$ cat src/rtl/debounce_pkg.sv
// rtl/debounce_pkg.sv - shared constants and helpers for the debouncer
package debounce_pkg;

  localparam int DEFAULT_STABLE_TICKS = 4;
  localparam int DEFAULT_TICK_DIV     = 1;
  localparam int SYNC_STAGES          = 2;

  // Counter width for a 0..n-1 counter; never returns zero so n=1 still yields a legal vector.
  function automatic int cnt_width(input int n);
    return (n > 1) ? $clog2(n) : 1;
  endfunction

endpackage

$ cat src/rtl/tick_gen.sv
// rtl/tick_gen.sv - free-running sampling tick, one pulse every TICK_DIV clocks
module tick_gen
  import debounce_pkg::*;
#(
  parameter int TICK_DIV = DEFAULT_TICK_DIV
) (
  input  logic clk,
  input  logic reset_n,
  output logic tick
);

  localparam int            CW   = cnt_width(TICK_DIV);
  localparam logic [CW-1:0] LAST = CW'(TICK_DIV - 1);

  logic [CW-1:0] count;

  // With TICK_DIV=1 the count is pinned at 0 and tick stays high.
  assign tick = (count == LAST);

  always_ff @(posedge clk) begin
    if (!reset_n) begin
      count <= '0;
    end else if (tick) begin
      count <= '0;
    end else begin
      count <= count + CW'(1);
    end
  end

endmodule

$ cat src/rtl/debounce_sync.sv
// rtl/debounce_sync.sv - synchronise and debounce a raw input, with edge pulses
module debounce_sync
  import debounce_pkg::*;
#(
  parameter int STABLE_TICKS = DEFAULT_STABLE_TICKS,
  parameter int TICK_DIV     = DEFAULT_TICK_DIV
) (
  input  logic clk,
  input  logic reset_n,
  input  logic din,
  output logic q,
  output logic rise,
  output logic fall
);

  localparam int            CW   = $clog2(STABLE_TICKS);
  localparam logic [CW-1:0] LAST = CW'(STABLE_TICKS - 1);

  logic [SYNC_STAGES-1:0] sync_ff;
  logic                   sync;
  logic                   tick;
  logic [CW-1:0]          stable_cnt;

  tick_gen #(
    .TICK_DIV(TICK_DIV)
  ) u_tick_gen (
    .clk    (clk),
    .reset_n(reset_n),
    .tick   (tick)
  );

  assign sync = sync_ff[SYNC_STAGES-1];

  always_ff @(posedge clk) begin
    if (!reset_n) begin
      sync_ff <= '0;
    end else begin
      sync_ff <= {sync_ff[SYNC_STAGES-2:0], din};
    end
  end

  // Any return of sync to q clears the count, so bounces never accumulate.
  always_ff @(posedge clk) begin
    if (!reset_n) begin
      stable_cnt <= '0;
      q          <= 1'b0;
      rise       <= 1'b0;
      fall       <= 1'b0;
    end else begin
      rise <= 1'b0;
      fall <= 1'b0;
      if (sync == q) begin
        stable_cnt <= '0;
      end else if (tick) begin
        if (stable_cnt == LAST) begin
          q          <= sync;
          rise       <= sync;
          fall       <= ~sync;
          stable_cnt <= '0;
        end else begin
          stable_cnt <= stable_cnt + CW'(1);
        end
      end
    end
  end

endmodule

$ cat config.mk
export PLATFORM = sky130hd
export DESIGN_NAME = debounce_sync
export DESIGN_NICKNAME = d
export VERILOG_FILES = /design/src/rtl/debounce_pkg.sv /design/src/rtl/tick_gen.sv /design/src/rtl/debounce_sync.sv
export SDC_FILE = /design/constraint.sdc
export NUM_CORES = 1
export LEC_CHECK = 0
export BUFFER_PORTS_ARGS = -buffer_cell sky130_fd_sc_hd__buf_2
export CELL_PAD_IN_SITES_DETAIL_PLACEMENT = 1
export CELL_PAD_IN_SITES_GLOBAL_PLACEMENT = 1
export CORE_AREA = 2 2 39 41
export CTS_BUF_LIST = sky130_fd_sc_hd__clkbuf_8
export CTS_CLUSTER_SIZE = 25
export DETAILED_ROUTE_END_ITERATION = 7
export DIE_AREA = 0 0 41 43
export GPL_TIMING_DRIVEN = 0
export PLACE_DENSITY = 0.52
export SLEW_MARGIN = 20
export SYNTH_ARGS = -nofsm -noshare
export SYNTH_HDL_FRONTEND = slang
export SYNTH_HIERARCHICAL = 1
export SYNTH_SLANG_ARGS = --single-unit
$ cat constraint.sdc
create_clock -name clk -period 1.6 [get_ports clk]
set_clock_uncertainty 0.2 [all_clocks]
set_input_delay 0.24 -clock clk [delete_from_list [all_inputs] [get_ports clk]]
set_output_delay 0.24 -clock clk [all_outputs]
set_load 0.02 [all_outputs]
== Yosys cells after proc, flatten, opt, wreduce, memory -nomap -nowiden ==
Cells that the tools add are included.

* Muxes and demuxes: 1
* Reduce and logical (&&, ||, !) cells: 4
* Eq/ne operators: 2
* Bitwise operators: 5
* Add/subtract/negate cells: 2

{| class="wikitable"
|+ Operators with widths
! kind !! number
|-
| inverter 1 bit || 5
|-
| OR reduction 4 bit || 1
|-
| AND reduction 3 bit || 1
|-
| adder 2 x 1 -> 2 bit (second input constant) || 1
|-
| equality test 2 bit (second input constant) || 1
|-
| two-way mux 2 bit || 1
|-
| AND reduction 2 bit || 1
|-
| OR reduction 2 bit || 1
|-
| adder 1 bit (second input constant) || 1
|-
| equality test 1 bit || 1
|}

* Output and inout port bits: 3
* Register bits after elaboration: 8
* Input port bits: 3
* Word-level logic and storage cells: 20

== Longest topological paths before layout ==
* Depth after elaboration: 3
* Depth in mapped cells: 3
* Mapped depth without buffers: 3

== Modules after synthesis ==
The synthesis kept the hierarchy.

{| class="wikitable"
|+ Modules (own cells, without submodules)
! module !! times used !! area an instance (sq um) !! cells an instance !! sequential area each (sq um)
|-
| debounce_sync || 1 || 260.2 || 23 || 140.1
|-
| tick_gen || 1 || 27.5 || 3 || 20.0
|}

== Worst setup path after synthesis ==
OpenSTA, ideal clock, no wires.

* Kind: register -> register
* From: reg stable_cnt[0]
* To: reg stable_cnt[0]
* Stages on the path, launching flop included: 4
* Setup slack: 284 ps
* Required time: 1321 ps
* Buffers on the path: 0
* Library setup time: 79 ps
* Arrival: 1036 ps
* Period minus slack after synthesis: 1316 ps
* Cells stage by stage: dfxtp_1 ha_1 or3b_1 a211oi_2

* Longest elaborated chain between the ends: 2
* Elaborated cells on any way between the ends: 3
* Classes of those cells: 1 x add/sub; 1 x eq/ne; 1 x mux

{| class="wikitable"
|+ Ends and longest elaborated chain
! item !! line !! RTL
|-
| start, declared || debounce_sync.sv:22 || <nowiki>logic [CW-1:0] stable_cnt;</nowiki>
|-
| start signal, assigned || debounce_sync.sv:61 || <nowiki>stable_cnt <= stable_cnt + CW'(1);</nowiki>
|-
| adder 2 x 1 -> 2 bit or equality test 2 bit (tied branches) || debounce_sync.sv:61, debounce_sync.sv:55 ||
|-
| two-way mux 2 bit (*) || debounce_sync.sv:55 || <nowiki>if (stable_cnt == LAST) begin</nowiki>
|}

Every way passes the cells marked *; elsewhere a longest branch is shown, timed or not.
A chain may end at the register's enable or synchronous reset.

== Worst setup path after layout ==
Same ends and word-level chain as after synthesis.

==> flow_summary.toml <==
[yosys]
seq_area_frac_synth_pct = 55.7
synthesis.nets = 30
postSynthAreaPerCell_um2 = 11.1
synth.distinct_cells = 15
synth_area_um2 = 288
ys_seq_elements = 8
synth_warnings = 6
syn_inst = 26

[hold_path]
whs_path_depth = 2
worstHoldEndpoint = "sync_ff[0]"
hp-class = "input port to flip-flop"
min_from = "din"

[place]
place_hpwl_um = 396
port_buffers = 5
place.gp.congestion = 0.661
dpl_cell_area_um2 = 333

[cells_and_area]
layout-drive-gt1-share_pct = 29.4
n_antenna_cell = 0
stdcell_area_um2 = 374
layout.nets = 40
syn_to_final_growth_pct = 30.0

[setup_path]
reg2reg_depth = 3
end_kind = "flip-flop"
crit_fanout = 4
timing.reg2reg.setup_slack_ps = 200
worstPathArrival_ps = 1350
path_class = "flip-flop to flip-flop"
startpoint_type = "flip-flop"
required_ps = 1550
reg2reg_to = "stable_cnt[0]"
r2r_start = "stable_cnt[0]"

[timing]
setup_viol = 0
fin_tns_setup_ps = 0
drv_slew = 0
hold_viol = 0
rsz0062_at_grt = "false"
worst_hold_slack_ps = 28.1
fmax_ghz = 0.712
fin_crit_sh_pct = 87.8
period_minus_slack_ps = 1400

[floorplan]
die_w_um = 41
rows = 14
core_area_um2 = 1380
start_util_pct = 20.8
die_height_um = 43
dieArea_um2 = 1760
pin_count = 6

[cts]
clock_path_buffers = 2
clkSinkCount = 8
cts_max_level = 1
cts_made_buffers = 3
cts.clk_slew.worst_paths_ps = 40
cts_setup_buffers = 0
clk_latency_ps = 220
cts_tree = "done"
clockRootBuffer = "clkbuf_8"
cts_hold_buffers = 0
cts.repair.resized = 0

[pwr]
seqPwrFrac_pct = 45.8
switchingPower_mw = 0.0784
clockPowerShare_pct = 51.0
ir_drop_uv = 655
leakage_nw = 0.162
p_per_area_nw_per_um2 = 1210
swShare_pct = 17.4
p_int_mw = 0.373
power_frac_comb_pct = 3.2

[route]
antenna_left = 0
num_vias = 213
first_pass_iters = 2
vias_per_cell = 4.26
drc_errors = 0
routed_wl_um = 554
drt_iter0_markers = 1
post_drt_wl_per_cell_um = 11.1

[global_route]
antenna_found_initial = 0
globalRouteOverflowTotal = 0
grt_max_degree = 7
gr-usage-all-layers_pct = 8.06
grt_pass1_wl_um = 910
grt_pass1_vias = 238

[flow_run]
max-cap-violations = 0

[run_status]
status = "finished, final reports clean"
-- how the worst max path moves through the flow --
stage | startpoint | end | cells past startpoint
after floorplan | stable_cnt[0] | stable_cnt[0] | 3
after global placement | stable_cnt[0] | stable_cnt[0] | 3
after detailed placement | stable_cnt[0] | stable_cnt[0] | 3
after CTS | stable_cnt[0] | stable_cnt[0] | 3
after global routing | stable_cnt[0] | stable_cnt[0] | 3
final | stable_cnt[0] | stable_cnt[0] | 3
-- flip-flops by register name, indices dropped and copies added, names as in the netlist --
| name | count |
|---|---|
| sync_ff | 2 |
| stable_cnt | 2 |
| fall | 1 |
| u_tick_gen/count | 1 |
| rise | 1 |
| q | 1 |
-- logic make-up after synthesis --
group | share of synthesized area [%]
AOI/OAI and AO/OA | 9.56
xor gates and xnor gates | 3.04
adders and majority gates | 4.35
buffers and inverters | 2.61
DFF | 55.7
muxes | 3.48
other | 1.30
and+or+nand+nor | 20.0
-- power groups by stage --
| stage | logic, mW | clock network, mW | registers (mW) |
|---|---|---|---|
| after floorplan | 0.00911 | 0 | 0.209 |
| after detailed placement | 0.0141 | 0 | 0.210 |
| after global routing | 0.0159 | 0.253 | 0.207 |
| after CTS | 0.0146 | 0.237 | 0.207 |
| after global placement | 0.0131 | 0 | 0.210 |
| final | 0.0144 | 0.230 | 0.207 |
-- cells in the final DEF (no fill, tap or decap), drive strengths merged, types with 2 or more instances in the layout --
cell,synthesis,routed
inv,2,2
nand3,2,2
and2,2,2
clkbuf,0,3
dfxtp,8,8
nor3b,2,2
buf,0,5
-- layout make-up --
type,instances,area (µm²)
fill,161,1010
clock buffer,3,41.3
inverter,2,7.51
tap,16,20.0
multi-input combinational,16,120
sequential,8,160
timing repair buffer,5,25.0
-- per-stage QoR --
stage	cells	power [mW]	setup WS (ps)	utilization [%]
finish	50	0.452	195	27.0
global route	50	0.476	117	27.0
CTS	50	0.459	189	27.0
detailed placement	47	0.224	208	24.1
global placement	47	0.223	254	24.1
floorplan	26	0.218	284	-
-- metal layers --
layer	GRT usage, %	wire, µm	share of wire [%]	up-vias
met5	0	0	0	-
met4	0	0	0	0
met3	7.85	42	7.6	0
met2	11.9	264	48	7
met1	8.79	248	45	104
li1	-	-	-	102
-- critical path: stages, from the launching register on --
cell	delay, ps
dfxtp_1	320
ha_1	250
or3b_1	380
a211oi_2	170
-- Yosys cell counts --
library cell | number | area share [%]
dfxtp_1 | 8 | 56
and2_1 | 2 | 4.3
inv_1 | 2 | 2.6
nand3_1 | 2 | 3.5
nor3b_1 | 2 | 5.2
a211oi_2 | 1 | 4.3
a21bo_2 | 1 | 3.5
a21oi_1 | 1 | 1.7
conb_1 | 1 | 1.3
ha_1 | 1 | 4.3
mux2i_1 | 1 | 3.5
nand2b_1 | 1 | 2.2
nor3_1 | 1 | 1.7
or3b_1 | 1 | 3.0
xnor2_1 | 1 | 3.0
No activity file was read; power rests on OpenSTA's default activity.
